File: config.mk
export PLATFORM = sky130hd
export DESIGN_NAME = mtimer
export DESIGN_NICKNAME = d
export VERILOG_FILES = /design/src/rtl/mtimer.sv
export SDC_FILE = /design/constraint.sdc
export NUM_CORES = 1
export LEC_CHECK = 0
export BUFFER_PORTS_ARGS = -buffer_cell sky130_fd_sc_hd__clkbuf_2
export CAP_MARGIN = 25
export CELL_PAD_IN_SITES_DETAIL_PLACEMENT = 0
export CELL_PAD_IN_SITES_GLOBAL_PLACEMENT = 1
export CORE_MARGIN = 4
export CORE_UTILIZATION = 40
export CTS_CLUSTER_DIAMETER = 60
export DETAILED_ROUTE_END_ITERATION = 6
export GPL_TIMING_DRIVEN = 0
export PLACE_DENSITY_LB_ADDON = 0.1
export SYNTH_ARGS = -nofsm -noshare
export SYNTH_HDL_FRONTEND = slang
export SYNTH_SLANG_ARGS = --single-unit
File: constraint.sdc
create_clock -name clk -period 4.15 [get_ports clk]
set_input_delay 0.415 -clock clk [delete_from_list [all_inputs] [get_ports clk]]
set_output_delay 0.415 -clock clk [all_outputs]
set_load 0.05 [all_outputs]
File: src/rtl/mtimer.sv
// mtimer: memory-mapped 64-bit machine timer with compare interrupt and atomic hi-word snapshot.
// Optional prescaler enabled by defining MTIMER_PRESCALER_EN.
module mtimer #(
  parameter int ADDR_WIDTH = 32
) (
  input  logic                  clk,
  input  logic                  rst_n,
  input  logic                  valid_i,
  output logic                  ready_o,
  input  logic [ADDR_WIDTH-1:0] addr_i,
  input  logic [31:0]           wdata_i,
  input  logic [3:0]            we_i,
  output logic [31:0]           rdata_o,
  output logic                  irq_o
);
  typedef enum logic {IDLE, RESP} state_t;
  state_t state;
  logic [63:0] mtime, mtimecmp, mtime_inc;
  logic [31:0] hi_snap, ctrl_rd, rd_mux, lo_next, hi_next;
  logic [2:0] sel;
  logic en, ie, tick, pend, acc, wr, rd, wlo, whi, wctrl;
  logic unused;

  function automatic logic [31:0] merge(input logic [31:0] old, input logic [31:0] d, input logic [3:0] be);
    logic [31:0] r;
    r = old;
    for (int i = 0; i < 4; i++) if (be[i]) r[8*i +: 8] = d[8*i +: 8];
    return r;
  endfunction

  assign unused    = ^{addr_i[ADDR_WIDTH-1:5], addr_i[1:0]};
  assign sel       = addr_i[4:2];
  assign acc       = state == IDLE && valid_i;
  assign wr        = acc && |we_i;
  assign rd        = acc && ~|we_i;
  assign wlo       = wr && sel == 3'd0;
  assign whi       = wr && sel == 3'd1;
  assign wctrl     = wr && sel == 3'd4;
  assign pend      = mtime >= mtimecmp;
  assign mtime_inc = mtime + 64'd1;
  // a written word freezes the other word's carry path for that cycle
  assign lo_next   = wlo ? merge(mtime[31:0], wdata_i, we_i) : tick ? mtime_inc[31:0] : mtime[31:0];
  assign hi_next   = whi ? merge(mtime[63:32], wdata_i, we_i) : (tick && !wlo) ? mtime_inc[63:32] : mtime[63:32];

`ifdef MTIMER_PRESCALER_EN
  logic [7:0] presc, pcnt;
  assign tick    = en && pcnt == presc;
  assign ctrl_rd = {16'd0, presc, 6'd0, ie, en};
  always_ff @(posedge clk)
    if (!rst_n) begin
      presc <= 8'd0;
      pcnt  <= 8'd0;
    end else begin
      if (wctrl && we_i[1]) presc <= wdata_i[15:8];
      pcnt <= (!en || wctrl || tick) ? 8'd0 : pcnt + 8'd1;
    end
`else
  assign tick    = en;
  assign ctrl_rd = {30'd0, ie, en};
`endif

  always_comb begin
    rd_mux = 32'd0;
    case (sel)
      3'd0: rd_mux = mtime[31:0];
      3'd1: rd_mux = hi_snap;
      3'd2: rd_mux = mtimecmp[31:0];
      3'd3: rd_mux = mtimecmp[63:32];
      3'd4: rd_mux = ctrl_rd;
      3'd5: rd_mux = {31'd0, pend};
      default: rd_mux = 32'd0;
    endcase
  end

  always_ff @(posedge clk)
    if (!rst_n) begin
      state    <= IDLE;
      ready_o  <= 1'b0;
      rdata_o  <= 32'd0;
      irq_o    <= 1'b0;
      mtime    <= 64'd0;
      mtimecmp <= '1;
      hi_snap  <= 32'd0;
      en       <= 1'b0;
      ie       <= 1'b0;
    end else begin
      state   <= acc ? RESP : IDLE;
      ready_o <= acc;
      irq_o   <= ie & pend;
      mtime   <= {hi_next, lo_next};
      if (acc) rdata_o <= rd_mux;
      if (rd && sel == 3'd0) hi_snap <= mtime[63:32];
      if (whi) hi_snap <= hi_next;
      if (wr && sel == 3'd2) mtimecmp[31:0] <= merge(mtimecmp[31:0], wdata_i, we_i);
      if (wr && sel == 3'd3) mtimecmp[63:32] <= merge(mtimecmp[63:32], wdata_i, we_i);
      if (wctrl && we_i[0]) {ie, en} <= wdata_i[1:0];
    end
endmodule

Yosys cells after proc, flatten, opt, wreduce, memory -nomap -nowiden
Index checks and enable logic that the tools add are counted.

word-level totals
  bits in registers = 197
  bits in latches = 0
  RAM bits = 0
  memory bits (read-only) = 0
  input port bits = 71
  output and inout bits = 34
  logic and storage cells = 78
  memories kept = 0

operators by class
  $add $sub $neg = 1
  multiply operators = 0
  divide/modulo/power cells = 0
  $lt $le $gt $ge = 1
  equal/unequal tests = 9
  shift-type cells = 0
  mux-type cells = 16
  bitwise operators = 2
  reductions and logical operators = 29

operators by type and width
  kind                     number
  $mux W32                 6
  $pmux W32 S6             1
  $add A64 B1 Y64 const B  1
  $ge A64 B64 Y1           1
  $mux W8                  8
  $reduce_and A2 Y1        12
  $logic_and A1 B1 Y1      11
  $ne A2 B2 Y1 const B     4
  $eq A3 B2 Y1 const B     2
  $eq A3 B3 Y1 const B     2
  $reduce_bool A2 Y1       2
  $reduce_or A4 Y1         1
  $eq A3 B1 Y1 const B     1
  $logic_not A3 Y1         1
  $logic_not A1 Y1         2
  $and A1 B1 Y1            1
  $mux W1                  1
  $not A1 Y1               1

Depth between registers and ports, before layout
  depth in word-level cells = 9
  mapped depth = 10
  mapped depth without buffers = 8

Least setup slack after synthesis
Ideal clock, no wire load.

  path kind = register to register
  start = reg mtime[0]
  end = reg mtime[54]
  setup time = 0.120 ns
  arrival = 2.472 ns
  required time = 4.030 ns
  path slack = 1.558 ns
  cell stages (with the launch flop) = 10
  path buffers = 2
  period minus slack after synthesis = 2.592 ns
  path through = dfxtp_1 ha_1 nand3_1 or4_4 buf_6 nor4_4 and3_4 buf_8 a31oi_1 o31a_1

between the ends
  word-level cells in the longest chain between the ends = 3

ends and longest elaborated chain
  item                      RTL line  RTL
  start: declaration        18        logic [63:0] mtime, mtimecmp, mtime_inc;
  start signal: assignment  90        mtime <= {hi_next, lo_next};
  $add A64 B1 Y64           40        assign mtime_inc = mtime + 64'd1;
  $mux W32 (2 in a row)     43        assign hi_next = whi ? merge(mtime[63:32], wdata_i, we_i) : (tick && !wlo) ? mtime_inc[63:32] : mtime[63:32];

No other way between the ends.
A chain may end at the register's enable or synchronous reset.

==> metrics.yaml <==
clocking:
  cts_setup_buffers: 0
  cts_hold_buffers: 0
  cts_htree_levels: 4
  cts_tree: "done"
  ctsResizeCount: 0
  cts_max_path_buffers: 2
  cts_sinks: 196
  clk_pin_slew_ps: 90
  root_buffer: "clkbuf_16"
  cts_buffers: 17
  clk_latency_ps: 460
logic_synthesis:
  syn_area_mm2: 0.0109
  synth_seq_area_share_pct: 35.9
  synth_edf_count: 0
  netlist.top_cell.by_area: "dfxtp_1"
  avgSynthCellArea_um2: 8.04
  ys_warn_count: 0
  synthFlopType: "dfxtp_1"
  synth_mux_area_share_pct: 0.950
  yosys.area_share.adder_pct: 7.44
  netlist.area_leader.share_pct: 35.9
  ys_types: 74
  synthSimpleGateAreaFrac_pct: 20.4
  synth_compound_area_share_pct: 28.8
  async_reset_ff_share_pct: 0
  syn_inst: 1359
  ys_top_cells_by_area: "dfxtp_1 (36%), ha_1 (7.4%), a21oi_1 (5.3%), nand2_1 (5.0%), a22oi_1 (4.9%)"
  synth-xor-area-share_pct: 0.801
  syn-num-nets: 1495
  ys_seq_elements: 196
  synth_top_family_by_area: "compound AO/OA/AOI/OAI gates"
critical_path:
  cp_num_buf_inv: 3
  crit_required_ps: 4470
  critical_path_class: "flip-flop to flip-flop"
  worst_path_largest_cell_delay_ps: 720
  cp_slowest_cell: "nor3_2"
  start_kind: "flip-flop"
  path_delay_family: "buffers and inverters"
  worstPathArrival_ps: 3650
  worstPathCellList: "nand2b_1 -> clkbuf_1 -> nor3_2 -> clkbuf_1 -> clkbuf_1 -> o21ai_0 -> a21oi_1 -> nor2_1"
  critPathMaxFanout: 10
  cpMostUsedCell: "clkbuf_1"
  crit_path_end_kind: "flip-flop"
route:
  first_pass_iters: 7
  wire_per_inst_um: 24.9
  vias_per_cell: 6.35
  wl_mm: 44.9
  drc_errors: 8
  ant_nets: 0
  drt-initial-drc-count: 1113
  vias: 11500
place:
  placed_area_mm2: 0.0117
  gp_congestion: 0.956
  dpl.hpwl_mm: 33.2
  dp.cells: 1773
  io_buffers: 71
finish:
  fin_cells: 1805
  design_area_mm2: 0.0124
  areaGrowthSynthToFinish_pct: 13.1
  antenna_cells: 0
  drive_above_1_share_pct: 9.43
  nets: 1587
floorplan:
  initial_utilization_pct: 40.5
  core_area_mm2: 0.0270
  fp.dieArea_mm2: 0.0300
  die-height_um: 173
  ios: 105
  die_x_um: 173
  rows: 60
global_routing:
  grt_pass1_vias: 10900
  overflow: 0
  grt_max_degree: 20
  grt_pass1_wl_mm: 67.9
  grt_usage_pct: 29.2
  antenna_found_initial: 1
timing:
  slew_viol_final: 0
  finalHoldViolations: 0
  holdWs_ps: 274
  tightest_slew_ps: 1090
  rsz0062_at_grt: "false"
  min_period_ps: 3330
  fin_crit_sh_pct: 80.3
  max_freq_mhz: 300
  setup_tns_ps: 0
  skew_ps: 20.4
  setup-violations-final: 0
  maxSlewHeadroom_pct: 26.4
run_status:
  status: "finished with violations"
  violations: "design-rule violations"
worst_hold_path:
  hold_class: "primary input to flip-flop"
power:
  irDropWorstVdd_v: 0.000261
  p_leak_nw: 5.01
  powerDensity_mw_per_mm2: 341
flow_run:
  maxCapViolations: 0
-- synth_stat cells (all sizes together) (18+ instances only) --
cell,number
o211ai,67
and4,18
ha,65
nand4,30
a31oi,21
nand2,145
a22oi,71
nand3,39
a211oi,23
inv,71
nor2,126
and3,22
a222oi,31
clkbuf,73
o21ai,69
a21oi,116
dfxtp,196
-- worst reg2reg max path, delay by kind of cell, from the launching register on --
kind                   cells  cell delay, ps
buffers and inverters      3            1620
and+or+nand+nor            3             920
DFF                        1             330
AOI/OAI and AO/OA          2             330
-- sequential cells by signal (all words and copies together) (netlist names) --
register	cells
mtime	64
mtimecmp	64
hi_snap	32
rdata_o	32
en	1
ie	1
irq_o	1
ready_o	1
-- path summary, 6_finish.rpt --
kind / startpoint / to / slack [ps] / depth (start not counted)
setup / recovery: ready_o / mtime[2] / 820 / 8
hold / removal: wdata_i[22] / mtimecmp[54] / 270 / 3
setup reg to reg: ready_o / mtime[2] / 820 / 8
hold reg to reg: ie / irq_o / 490 / 2
-- final cells by class --
type	count	area, um2
buffer	89	362
clock buffer	17	425
clock inverter	15	206
fill	2786	14600
inverter	71	267
multi-input combinational	1003	6380
sequential	196	3920
tap	341	427
timing repair buffer	73	368
-- cell usage in the layout, fill, tap and decap left out, types with 38 or more instances in the layout --
cell,netlist,final
a22oi_1,71,71
clkbuf_1,72,72
dfxtp_1,196,196
inv_1,71,71
clkbuf_2,1,72
ha_1,65,65
o211ai_1,67,67
o21ai_0,62,62
a21oi_1,116,116
nand3_1,38,38
nor2_1,126,126
nand2_1,145,145
-- per-stage QoR --
stage | setup WS [ps] | utilization, % | total power [W]
2_1_floorplan | 1560 | - | 0.00221
3_3_place_gp | 518 | 43.4 | 0.00239
3_5_place_dp | 550 | 43.5 | 0.00239
4_1_cts | 868 | 45.9 | 0.00423
5_1_grt | 652 | 45.9 | 0.00434
6_report | 817 | 45.9 | 0.00421
-- routing by layer --
layer	GRT usage, %	wire, um	share of wire (%)
met1	38.8	19500	44
met2	46.0	19900	44
met3	5.08	3060	6.8
met4	14.6	2330	5.2
met5	0	13	0.029
-- logic make-up after synthesis --
family / count (synthesis)
mux: 10
simple gates: 453
xor+xnor: 10
buf+inv: 160
flops: 196
fa+ha+maj: 65
compound gates: 465
-- report_power, final --
group / internal (W) / total (W) / switching [W]
Sequential: 0.00191 / 0.00194 / 0.0000297
Clock: 0.000983 / 0.00186 / 0.000878
Combinational: 0.000104 / 0.000408 / 0.000304
Power figures use the tool's default switching activity.
